<file path="src/rtl/weighted_vote_tally.sv">
// ---------------------------------------------------------------------------
// weighted_vote_tally
//
// Accumulates weighted ballots over a multi-cycle voting session and reports
// a registered pass/fail verdict together with the final tally once the
// session is closed.
//
// Each accepted ballot is worth
//    popcount(np) + VIP_WEIGHT*popcount(vip) + VVIP_WEIGHT*vvip
// and is registered in a one-stage popcount pipeline. The edge after capture
// adds it into a saturating tally accumulator.
//
// Ports:
//    clk       - clock, all state updates on the rising edge
//    rst_n     - asynchronous active-low reset
//    start     - one-cycle pulse, opens a new session and clears the tally
//    close     - one-cycle pulse, ends the open session
//    in_valid  - ballot present
//    in_ready  - ballot accepted when in_valid && in_ready (high in OPEN)
//    np        - normal votes, weight 1 per set bit
//    vip       - VIP votes, VIP_WEIGHT per set bit
//    vvip      - single VVIP vote, weight VVIP_WEIGHT
//    veto      - (VOTE_VETO_EN only) veto flag sampled on ballot handshakes
//    busy      - high while OPEN or DRAIN
//    res_valid - single-cycle pulse once the result is available
//    res       - verdict (tally > THRESH), held until next start
//    total     - final tally, held until next start
//
// Optional feature macro: VOTE_VETO_EN
//    Adds the veto input. Any accepted ballot with veto=1 sets a sticky flag
//    that forces the verdict to 0; the tally itself is unaffected.
// ---------------------------------------------------------------------------
module weighted_vote_tally #(
   parameter int NP_W        = 32,
   parameter int VIP_W       = 8,
   parameter int VIP_WEIGHT  = 4,
   parameter int VVIP_WEIGHT = 16,
   parameter int THRESH      = 32,
   parameter int CNT_W       = 16
) (
   input  logic             clk,
   input  logic             rst_n,
   input  logic             start,
   input  logic             close,
   input  logic             in_valid,
   output logic             in_ready,
   input  logic [NP_W-1:0]  np,
   input  logic [VIP_W-1:0] vip,
   input  logic             vvip,
`ifdef VOTE_VETO_EN
   input  logic             veto,
`endif
   output logic             busy,
   output logic             res_valid,
   output logic             res,
   output logic [CNT_W-1:0] total
);

   localparam logic [1:0] IDLE  = 2'd0;
   localparam logic [1:0] OPEN  = 2'd1;
   localparam logic [1:0] DRAIN = 2'd2;
   localparam logic [1:0] DONE  = 2'd3;

   // Ballot weight width sized for the largest possible ballot.
   localparam int W_MAX = NP_W + VIP_WEIGHT * VIP_W + VVIP_WEIGHT;
   localparam int W_W   = $clog2(W_MAX + 1);
   // One spare bit above the wider operand so acc + stage never wraps.
   localparam int SUM_W = ((CNT_W > W_W) ? CNT_W : W_W) + 1;
   // Verdict comparison width wide enough for both acc and THRESH.
   localparam int CMP_W = (CNT_W > 32) ? (CNT_W + 1) : 33;

   localparam logic [CNT_W-1:0] ACC_MAX = '1;

   logic [1:0]       state;
   logic [W_W-1:0]   stage;
   logic             stage_valid;
   logic [CNT_W-1:0] acc;
   logic             done_pend;
   logic             verdict;

   logic [W_W-1:0]   np_cnt;
   logic [W_W-1:0]   vip_cnt;
   logic [W_W-1:0]   weight;
   logic [SUM_W-1:0] acc_sum;
   logic [CNT_W-1:0] acc_sat;
   logic             handshake;

   // in_ready and busy decode the state register directly, so they change
   // only on clock edges (or immediately on reset).
   assign in_ready  = (state == OPEN);
   assign busy      = (state == OPEN) || (state == DRAIN);
   assign handshake = in_valid && in_ready;

   always_comb begin
      np_cnt  = '0;
      vip_cnt = '0;
      for (int i = 0; i < NP_W; i++) begin
         np_cnt = np_cnt + W_W'(np[i]);
      end
      for (int j = 0; j < VIP_W; j++) begin
         vip_cnt = vip_cnt + W_W'(vip[j]);
      end
      weight = np_cnt + W_W'(VIP_WEIGHT) * vip_cnt
             + (vvip ? W_W'(VVIP_WEIGHT) : W_W'(0));
   end

   // Saturating add of the pending stage value into the accumulator.
   always_comb begin
      acc_sum = SUM_W'(acc) + SUM_W'(stage);
      acc_sat = (acc_sum > SUM_W'(ACC_MAX)) ? ACC_MAX : acc_sum[CNT_W-1:0];
   end

`ifdef VOTE_VETO_EN
   logic veto_flag;

   always_ff @(posedge clk or negedge rst_n) begin
      if (!rst_n) begin
         veto_flag <= 1'b0;
      end else if (start) begin
         veto_flag <= 1'b0;
      end else if (handshake && veto) begin
         veto_flag <= 1'b1;
      end
   end

   assign verdict = (CMP_W'(acc) > CMP_W'(THRESH)) && !veto_flag;
`else
   assign verdict = (CMP_W'(acc) > CMP_W'(THRESH));
`endif

   // Session control. start restarts from any state and flushes the stage
   // without adding it; it also wins over a simultaneous close. The DRAIN
   // state folds in the last pending ballot, and the first DONE cycle
   // publishes the then-final accumulator (done_pend marks that cycle).
   always_ff @(posedge clk or negedge rst_n) begin
      if (!rst_n) begin
         state       <= IDLE;
         stage       <= '0;
         stage_valid <= 1'b0;
         acc         <= '0;
         done_pend   <= 1'b0;
         res_valid   <= 1'b0;
         res         <= 1'b0;
         total       <= '0;
      end else if (start) begin
         state       <= OPEN;
         stage       <= '0;
         stage_valid <= 1'b0;
         acc         <= '0;
         done_pend   <= 1'b0;
         res_valid   <= 1'b0;
         res         <= 1'b0;
         total       <= '0;
      end else begin
         res_valid <= 1'b0;
         case (state)
            OPEN: begin
               if (stage_valid) begin
                  acc <= acc_sat;
               end
               stage_valid <= handshake;
               if (handshake) begin
                  stage <= weight;
               end
               if (close) begin
                  state <= DRAIN;
               end
            end
            DRAIN: begin
               if (stage_valid) begin
                  acc <= acc_sat;
               end
               stage_valid <= 1'b0;
               done_pend   <= 1'b1;
               state       <= DONE;
            end
            DONE: begin
               if (done_pend) begin
                  total     <= acc;
                  res       <= verdict;
                  res_valid <= 1'b1;
                  done_pend <= 1'b0;
               end
            end
            default: begin
               state <= IDLE;
            end
         endcase
      end
   end

endmodule

</file>
<file path="config.mk">
export PLATFORM = sky130hd
export DESIGN_NAME = weighted_vote_tally
export DESIGN_NICKNAME = d
export VERILOG_FILES = /design/src/rtl/weighted_vote_tally.sv
export SDC_FILE = /design/constraint.sdc
export NUM_CORES = 1
export LEC_CHECK = 0
export CAP_MARGIN = 20
export CORE_UTILIZATION = 50
export CTS_CLUSTER_DIAMETER = 200
export CTS_CLUSTER_SIZE = 20
export DETAILED_ROUTE_END_ITERATION = 12
export PLACE_DENSITY = 0.77
export SETUP_SLACK_MARGIN = 0.02
export SKIP_LAST_GASP = 1
export SLEW_MARGIN = 20
export SYNTH_ARGS = -nofsm -noshare
export SYNTH_HDL_FRONTEND = slang
export SYNTH_SLANG_ARGS = --single-unit
</file>
<file path="constraint.sdc">
create_clock -name clk -period 5.9 [get_ports clk]
set_input_delay 0.885 -clock clk [delete_from_list [all_inputs] [get_ports clk]]
set_output_delay 0.885 -clock clk [all_outputs]
set_load 0.03 [all_outputs]
</file>
==> impl_metrics.py, run 1 <==
metrics = {
    "status": {
        "outcome": "complete, no violations",
    },
    "floorplanning": {
        "ios": 66,
        "rows": 30,
        "core_sq_um": 6790,
        "start_util": 0.517,
        "die_h_um": 85.8,
        "die_width_um": 85.8,
        "dieArea_sq_um": 7370,
    },
    "yosys": {
        "synth_ff_type": "dfrtp_1",
        "synth_seq_cells": 45,
        "yosys_warnings": 0,
        "ys_seq_area_frac": 0.321,
        "yosys.cell_types.count": 56,
        "synth_edf_count": 0,
        "syn_area_sq_um": 3510,
        "synth_area_per_cell_sq_um": 10.4,
        "synth_nets": 439,
        "synthesis.instances": 338,
        "async_flop_share": 1.00,
    },
    "global_routing": {
        "overflow": 0,
        "antenna_found_initial": 0,
        "grt_pass1_vias": 2761,
        "grt_pass1_wl_um": 11800,
        "grt_util_all_layers": 0.200,
        "grt_max_degree": 46,
    },
    "pwr": {
        "powerDensity_nw_per_um2": 393,
        "p_total_w": 0.00170,
        "leakagePower_nw": 2.05,
        "ir_worst_vdd_mv": 0.260,
    },
    "sta": {
        "final-max-slew-violation-count": 0,
        "setup_viol": 0,
        "fin_hold_ws_ns": 0.500,
        "slew_headroom": 0.271,
        "tns_ns": 0,
        "min_period_ns": 5.73,
        "period_share": 0.971,
        "fmax_ghz": 0.175,
        "rsz0062_at_grt": "true",
        "fin_skew_ns": 0.00656,
        "tightestPinTransition_ns": 1.09,
        "hold_viol": 0,
        "finalWorstSetupSlack_ns": 0.169,
    },
    "clock_tree": {
        "h-tree-depth": 2,
        "clockBufferDepth": 2,
        "clk_pin_slew_ns": 0.08,
        "cts_setup_buffers": 0,
        "cts_tree": "done",
        "cts-buffers-inserted": 5,
        "postCtsHoldBufs": 0,
        "root_buffer": "clkbuf_8",
        "cts-resized-gates": 0,
        "clk_latency_ns": 0.30,
        "cts.sinks": 45,
    },
    "min_path": {
        "holdPathStages": 1,
        "hold_path.class": "register to register",
        "worstHoldStart": "total[10]$_DFFE_PN0P_",
    },
    "critical_path": {
        "endpoint_kind": "register",
        "cp_max_fo": 4,
        "reg2reg_depth": 6,
        "startpoint_type": "primary input",
        "crit_path_frequent_cell": "fa_1",
        "crit_slowest_cell": "fa_1",
        "cp_num_cells": 17,
        "cp_top_family": "adder cells",
        "r2r_start": "acc[0]$_DFFE_PN0P_",
        "cp_slowest_stage_delay_ns": 0.55,
        "path_cells": "clkdlybuf4s50_1, fa_1, inv_1, fa_1, fa_1, inv_1, ha_1, fa_1, fa_1, inv_1, fa_1, inv_1, ha_1, nor2b_1, o21a_1, o21a_1, o41ai_2",
        "critPathKind": "primary input to register",
        "worst-path-buf-inv": 5,
        "cp_data_required_time_ns": 6.10,
        "worstPathArrival_ns": 5.93,
        "crit_start": "vip[0]",
    },
    "cells_and_area": {
        "layout.nets": 501,
        "syn2layout_area_growth_pct": 23.3,
        "drive_above_1_share": 0.0798,
        "diodes": 0,
        "fill_cells": 568,
        "multi_input_area_sq_um": 2060,
        "seq_area_sq_um": 1130,
    },
    "detailed_routing": {
        "drtAntennaViolNets": 0,
        "drt-wirelength-per-cell_um": 13.8,
        "drc": 0,
        "vias": 2699,
        "vias_per_cell": 5.43,
        "drt_iter0_drc": 159,
        "routed_wirelength_um": 6860,
        "dr.pass1.iters": 4,
    },
    "placement": {
        "place_congestion": 0.861,
        "io_buffers": 65,
        "pre_cts_slack_ns": -0.276,
        "detailed_place_hpwl_um": 5380,
    },
    "run": {
        "maxCapViolations": 0,
    },
}
## kinds of logic (layout without fill, tap and decap cells)
family | after synthesis | after routing | synth area share
AO/OA/AOI/OAI | 88 | 88 | 0.197
XOR/XNOR | 6 | 6 | 0.0150
adder cells (fa/ha/maj) | 55 | 55 | 0.260
buffers and inverters | 78 | 141 | 0.0958
flip-flops | 45 | 45 | 0.321
AND/OR/NAND/NOR | 66 | 66 | 0.112
## worst register-to-register path, cell delays in order (launching register included)
cell and delay [ns]:
dfrtp_1 0.43, ha_1 0.24, fa_1 0.43, a211oi_2 0.43, o21ai_4 0.18, nand3_2 0.29
a311oi_2 0.14
## state kept, by name, summed over array words and instances (netlist names)
name,flops
stage_valid,1
state,2
stage,7
res,1
done_pend,1
acc,16
total,16
res_valid,1
## where the power goes
part | leakage (nW) | switching (W) | total [W] | internal [W]
logic | 1.37 | 0.000595 | 0.00109 | 0.000497
registers | 0.620 | 0.0000293 | 0.000370 | 0.000340
clock network | 0.0585 | 0.000102 | 0.000240 | 0.000138
total | 2.05 | 0.000726 | 0.00170 | 0.000975
## routing by layer
metal  part of all wire  wire length [um]  GRT usage  vias up
met1               0.42              2880      0.231     1328
met3              0.039               269     0.0337        7
met4              0.012                79     0.0652        0
met2               0.53              3630      0.375       71
met5                  0                 0          0        -
li1                   -                 -          -     1293
## through the flow
stage | utilization | std cells | area, sq um
2_1_floorplan | - | 338 | 3510
3_3_place_gp | 0.619 | 489 | 4210
3_5_place_dp | 0.619 | 489 | 4210
4_1_cts | 0.636 | 497 | 4320
5_1_grt | 0.638 | 497 | 4330
6_report | 0.638 | 497 | 4330
## synthesized netlist by cell type, drive strengths merged (6+ instances only)
| cell type | n | area, sq um |
|---|---|---|
| nand2 | 7 | 26.3 |
| a311oi | 7 | 86.3 |
| a211oi | 8 | 80.1 |
| a31oi | 17 | 106 |
| nor2 | 15 | 56.3 |
| a22o | 17 | 150 |
| o21ai | 11 | 66.3 |
| nor3 | 9 | 56.3 |
| a21oi | 11 | 58.8 |
| dfrtp | 45 | 1130 |
| inv | 66 | 248 |
| buf | 8 | 67.6 |
| ha | 25 | 313 |
| fa | 30 | 601 |
| nand3 | 6 | 35.0 |
## final timing paths
check / endpoint / slack [ns]
worst max register to register: acc[5]$_DFFE_PN0P_ / 3.60
worst max-delay path: stage[4]$_DFFE_PN0P_ / 0.17
min in group asynchronous: total[9]$_DFFE_PN0P_ / 0.57
worst min register to register: total[10]$_DFFE_PN0P_ / 0.50
worst min-delay path: total[10]$_DFFE_PN0P_ / 0.50
max in group asynchronous: res_valid$_DFF_PN0_ / 4.95
## cell type report
class                   count  area share
clock buffers               7      0.0199
clock inverters             1     0.00693
inverters                  66      0.0572
multi-input cells         215       0.475
flip-flops and latches     45       0.260
well taps                  96      0.0277
repair buffers             67       0.153
## layout by cell type (no fill, tap or decap), types with 5 or more instances in the layout
cell type / instances
clkbuf_8: 6
fa_1: 30
a21oi_1: 10
ha_1: 25
inv_1: 66
nand2_1: 7
nor2b_1: 5
a31oi_1: 17
a22o_1: 16
nor3_1: 8
dfrtp_1: 45
nor2_1: 15
clkdlybuf4s50_1: 64
o21ai_0: 9
xnor2_1: 5
nand3_1: 5
No activity file was read; power rests on OpenSTA's default activity.
==> run 2, diff against run 1 <==
GPL_TIMING_DRIVEN = 0   (was unset)
==> impl_metrics.py, run 2 (synthesized netlist as in run 1, its figures left out) <==
metrics = {
    "global_routing": {
        "grt_util_all_layers": 0.216,
        "grt_pass1_wl_um": 12800,
        "overflow": 0,
        "grt_pass1_vias": 2859,
        "grt_max_degree": 28,
        "antenna_found_initial": 0,
    },
    "detailed_routing": {
        "dr.pass1.iters": 4,
        "routed_wirelength_um": 7140,
        "vias": 2744,
        "drt-wirelength-per-cell_um": 14.1,
        "vias_per_cell": 5.41,
        "drc": 0,
        "drtAntennaViolNets": 0,
        "drt_iter0_drc": 194,
    },
    "sta": {
        "setup_viol": 0,
        "tightestPinTransition_ns": 0.748,
        "min_period_ns": 5.71,
        "slew_headroom": 0.502,
        "hold_viol": 0,
        "finalWorstSetupSlack_ns": 0.195,
        "final-max-slew-violation-count": 0,
        "fin_skew_ns": 0.00542,
        "fmax_ghz": 0.175,
        "period_share": 0.967,
        "rsz0062_at_grt": "false",
        "tns_ns": 0,
    },
    "clock_tree": {
        "cts_tree": "done",
        "cts.sinks": 45,
        "cts_setup_buffers": 0,
        "h-tree-depth": 2,
        "postCtsHoldBufs": 0,
        "clk_pin_slew_ns": 0.08,
        "clockBufferDepth": 2,
        "root_buffer": "clkbuf_8",
        "cts-buffers-inserted": 5,
        "clk_latency_ns": 0.30,
    },
    "placement": {
        "pre_cts_slack_ns": -0.340,
        "detailed_place_hpwl_um": 5680,
        "io_buffers": 64,
        "place_congestion": 0.853,
    },
    "pwr": {
        "ir_worst_vdd_mv": 0.322,
        "p_sw_frac": 0.422,
        "p_total_w": 0.00176,
        "seq_power_share": 0.209,
        "comb_power_share": 0.634,
        "clkPwrFrac": 0.157,
        "powerDensity_nw_per_um2": 396,
        "leakagePower_nw": 2.11,
        "power.internal_w": 0.00102,
        "power.net_switching_w": 0.000745,
    },
    "critical_path": {
        "endpoint_kind": "register",
        "worstPathArrival_ns": 5.91,
        "cp_max_fo": 4,
        "startpoint_type": "primary input",
        "cp_data_required_time_ns": 6.10,
        "critPathKind": "primary input to register",
        "reg2reg_depth": 6,
    },
    "cells_and_area": {
        "layout_common_cells": "inv_1 (66), clkdlybuf4s50_1 (62), dfrtp_1 (45)",
        "reg_top3": "acc (16), total (16), stage (7)",
        "final_common_cell": "inv_1",
        "layout.nets": 511,
        "syn2layout_area_growth_pct": 26.8,
        "drive_above_1_share": 0.105,
        "diodes": 0,
        "fill_cells": 554,
    },
    "status": {
        "outcome": "complete, no violations",
    },
    "floorplanning": {
        "die_h_um": 85.8,
        "rows": 30,
        "dieArea_sq_um": 7370,
        "core_sq_um": 6790,
        "start_util": 0.517,
        "ios": 66,
        "die_width_um": 85.8,
    },
    "min_path": {
        "holdPathStages": 1,
        "hold_path.class": "register to register",
    },
    "run": {
        "maxCapViolations": 0,
    },
}
[run 2: per-layer routing]
metal / share of wire / track usage / vias to the layer above
met1: 0.43 / 0.281 / 1349
li1: - / - / 1320
met4: 0.013 / 0.0697 / 0
met5: 0 / 0 / -
met2: 0.53 / 0.380 / 65
met3: 0.029 / 0.0221 / 10
[run 2: power by group through the flow]
stage               registers (W)  clock network, W  logic [W]
floorplan                0.000367                 0   0.000818
detailed placement       0.000375                 0    0.00105
finish                   0.000369          0.000278    0.00112
global route             0.000374          0.000292    0.00130
global placement         0.000373                 0    0.00100
CTS                      0.000369          0.000279    0.00106
[run 2: through the flow]
stage / util / cell area (sq um) / hold slack [ns] / std cells
after detailed placement: 0.631 / 4290 / 0.489 / 499
after CTS: 0.651 / 4420 / 0.508 / 507
after global routing: 0.656 / 4450 / 0.519 / 507
after floorplan: - / 3510 / 0.480 / 338
after global placement: 0.629 / 4270 / 0.481 / 498
final: 0.656 / 4450 / 0.504 / 507
[run 2: worst max-delay path, stage by stage]
cell and delay, ns:
clkdlybuf4s50_1 0.42, fa_1 0.51, inv_1 0.05, fa_1 0.45, fa_1 0.50, inv_1 0.05, ha_1 0.29, fa_1 0.49
fa_1 0.56, inv_1 0.06, fa_1 0.53, inv_1 0.06, ha_4 0.25, nor2b_1 0.14, o21a_2 0.24, o21a_1 0.18
o41ai_2 0.26
[run 2: area by class of cell]
cell class              instances  area (sq um)  share of cell area
clock inverters                 3          65.1              0.0146
repair buffers                 65           658               0.148
inverters                      66           248              0.0556
flip-flops and latches         45          1130               0.253
plain buffers                  12          88.8              0.0199
clock buffers                   5          68.8              0.0154
multi-input cells             215          2080               0.467
well taps                      96           120              0.0270
[run 2: path summary, 6_finish.rpt]
kind | slack [ns] | from | to
setup / recovery | 0.19 | vip[1] | stage[4]$_DFFE_PN0P_
hold / removal | 0.50 | total[6]$_DFFE_PN0P_ | total[6]$_DFFE_PN0P_
setup reg to reg | 3.66 | acc[0]$_DFFE_PN0P_ | acc[11]$_DFFE_PN0P_
hold reg to reg | 0.50 | total[6]$_DFFE_PN0P_ | total[6]$_DFFE_PN0P_
max in group asynchronous | 4.88 | rst_n | acc[3]$_DFFE_PN0P_
min in group asynchronous | 0.53 | rst_n | acc[9]$_DFFE_PN0P_
[run 2: repair_timing]
item / in CTS / in global routing
gates resized for setup: 1 / 5
pin swaps: 1 / 2
setup endpoints to repair: 2 / 2
==> run 3, diff against run 2 <==
clock period = 6.4 ns   (was 5.9 ns; I/O delays follow)
==> impl_metrics.py, run 3 (synthesized netlist as in run 1, its figures left out) <==
metrics = {
    "sta": {
        "fin_hold_ws_ns": 0.504,
        "rsz0062_at_grt": "false",
        "final-max-slew-violation-count": 0,
        "setup_viol": 0,
        "fmax_ghz": 0.168,
        "hold_viol": 0,
        "finalWorstSetupSlack_ns": 0.445,
        "tns_ns": 0,
        "tightestPinTransition_ns": 0.745,
        "slew_headroom": 0.504,
        "period_share": 0.930,
        "fin_skew_ns": 0.00399,
        "min_period_ns": 5.95,
    },
    "placement": {
        "dp.cells": 499,
        "detailed_place_hpwl_um": 5680,
        "io_buffers": 64,
        "place_congestion": 0.853,
        "pre_cts_slack_ns": 0.0854,
    },
    "cells_and_area": {
        "seq_area_sq_um": 1130,
        "multi_input_area_sq_um": 2050,
        "fill_cells": 561,
        "syn2layout_area_growth_pct": 25.9,
        "diodes": 0,
        "drive_above_1_share": 0.0949,
        "final_common_cell": "inv_1",
        "reg_top3": "acc (16), total (16), stage (7)",
        "layout.nets": 511,
        "layout_common_cells": "inv_1 (66), clkdlybuf4s50_1 (63), dfrtp_1 (45)",
        "layout.cells.non_filler": 507,
    },
    "critical_path": {
        "worstPathArrival_ns": 6.12,
        "startpoint_type": "primary input",
        "endpoint_kind": "register",
        "rr_endpoint": "acc[11]$_DFFE_PN0P_",
        "reg2reg_depth": 6,
        "cp_data_required_time_ns": 6.56,
        "cp_max_fo": 4,
        "rrSetupSlack_ns": 4.16,
        "critPathKind": "primary input to register",
        "r2r_start": "acc[0]$_DFFE_PN0P_",
    },
    "detailed_routing": {
        "vias_per_cell": 5.43,
        "drtAntennaViolNets": 0,
        "drt-wirelength-per-cell_um": 14.0,
        "dr.pass1.iters": 4,
        "drc": 0,
        "drt_iter0_drc": 208,
        "routed_wirelength_um": 7100,
        "vias": 2752,
    },
    "global_routing": {
        "grt_pass1_wl_um": 12800,
        "overflow": 0,
        "antenna_found_initial": 0,
        "grt_util_all_layers": 0.216,
        "grt_pass1_vias": 2859,
        "grt_max_degree": 28,
    },
    "floorplanning": {
        "die_h_um": 85.8,
        "ios": 66,
        "core_sq_um": 6790,
        "rows": 30,
        "dieArea_sq_um": 7370,
        "die_width_um": 85.8,
        "start_util": 0.517,
    },
    "min_path": {
        "holdPathStages": 1,
        "hold_path.class": "register to register",
        "hold-path-endpoint": "total[10]$_DFFE_PN0P_",
        "worstHoldStart": "total[10]$_DFFE_PN0P_",
    },
    "clock_tree": {
        "cts_tree": "done",
        "cts-buffers-inserted": 5,
        "postCtsHoldBufs": 0,
        "cts-resized-gates": 0,
        "clk_pin_slew_ns": 0.08,
        "root_buffer": "clkbuf_8",
        "clk_latency_ns": 0.30,
        "h-tree-depth": 2,
        "clockBufferDepth": 2,
        "cts.sinks": 45,
        "cts_setup_buffers": 0,
    },
    "run": {
        "maxCapViolations": 0,
    },
    "pwr": {
        "leakagePower_nw": 2.10,
        "ir_worst_vdd_mv": 0.274,
        "powerDensity_nw_per_um2": 351,
    },
    "status": {
        "outcome": "complete, no violations",
    },
}
run 3: cell count changes in the layout (fill, tap and decap cells not counted), sizes merged:
cell / delta
clkdlybuf4s50: +1
dlymetal6s2s: -1
run 3: through the flow:
step | util | cell area [sq um] | power, W
after floorplan | - | 3510 | 0.00109
after CTS | 0.651 | 4420 | 0.00157
final | 0.651 | 4420 | 0.00155
after global routing | 0.651 | 4420 | 0.00174
after detailed placement | 0.631 | 4290 | 0.00131
after global placement | 0.629 | 4270 | 0.00127
run 3: cell type report:
| class | count | area share |
|---|---|---|
| Timing Repair Buffer | 65 | 0.148 |
| Multi-Input combinational cell | 215 | 0.464 |
| Clock buffer | 5 | 0.0156 |
| Buffer | 12 | 0.0201 |
| Inverter | 66 | 0.0560 |
| Sequential cell | 45 | 0.255 |
| Tap cell | 96 | 0.0272 |
| Clock inverter | 3 | 0.0147 |
run 3: worst max path at each step:
| stage | start | endpoint |
|---|---|---|
| 2_1_floorplan | vip[0] | stage[4]$_DFFE_PN0P_ |
| 3_3_place_gp | vip[0] | stage[6]$_DFFE_PN0P_ |
| 3_5_place_dp | vip[0] | stage[6]$_DFFE_PN0P_ |
| 4_1_cts | vip[0] | stage[6]$_DFFE_PN0P_ |
| 5_1_grt | vip[0] | stage[6]$_DFFE_PN0P_ |
| 6_report | vip[0] | stage[6]$_DFFE_PN0P_ |
run 3: power by group:
part | internal [W] | total, W | switching [W] | leakage (nW)
Combinational | 0.000436 | 0.000960 | 0.000524 | 1.41
Sequential | 0.000314 | 0.000340 | 0.0000268 | 0.620
Clock | 0.000155 | 0.000254 | 0.0000993 | 0.0681
Total | 0.000904 | 0.00155 | 0.000650 | 2.10
run 3: metal layers:
layer,share of wire,vias to the layer above,track usage
met1,0.42,1357,0.281
met4,0.0094,0,0.0697
li1,-,1321,-
met2,0.54,68,0.380
met3,0.029,6,0.0221
met5,0,-,0
run 3: critical path: stages:
cell and delay, ns:
clkdlybuf4s50_1 0.44, fa_1 0.54, inv_1 0.05, fa_1 0.45, fa_1 0.50, inv_1 0.05
ha_1 0.30, fa_1 0.51, fa_1 0.56, inv_1 0.06, fa_1 0.53, inv_1 0.04
ha_1 0.32, nor2b_1 0.16, o21a_1 0.20, o311ai_0 0.30, o211ai_1 0.16
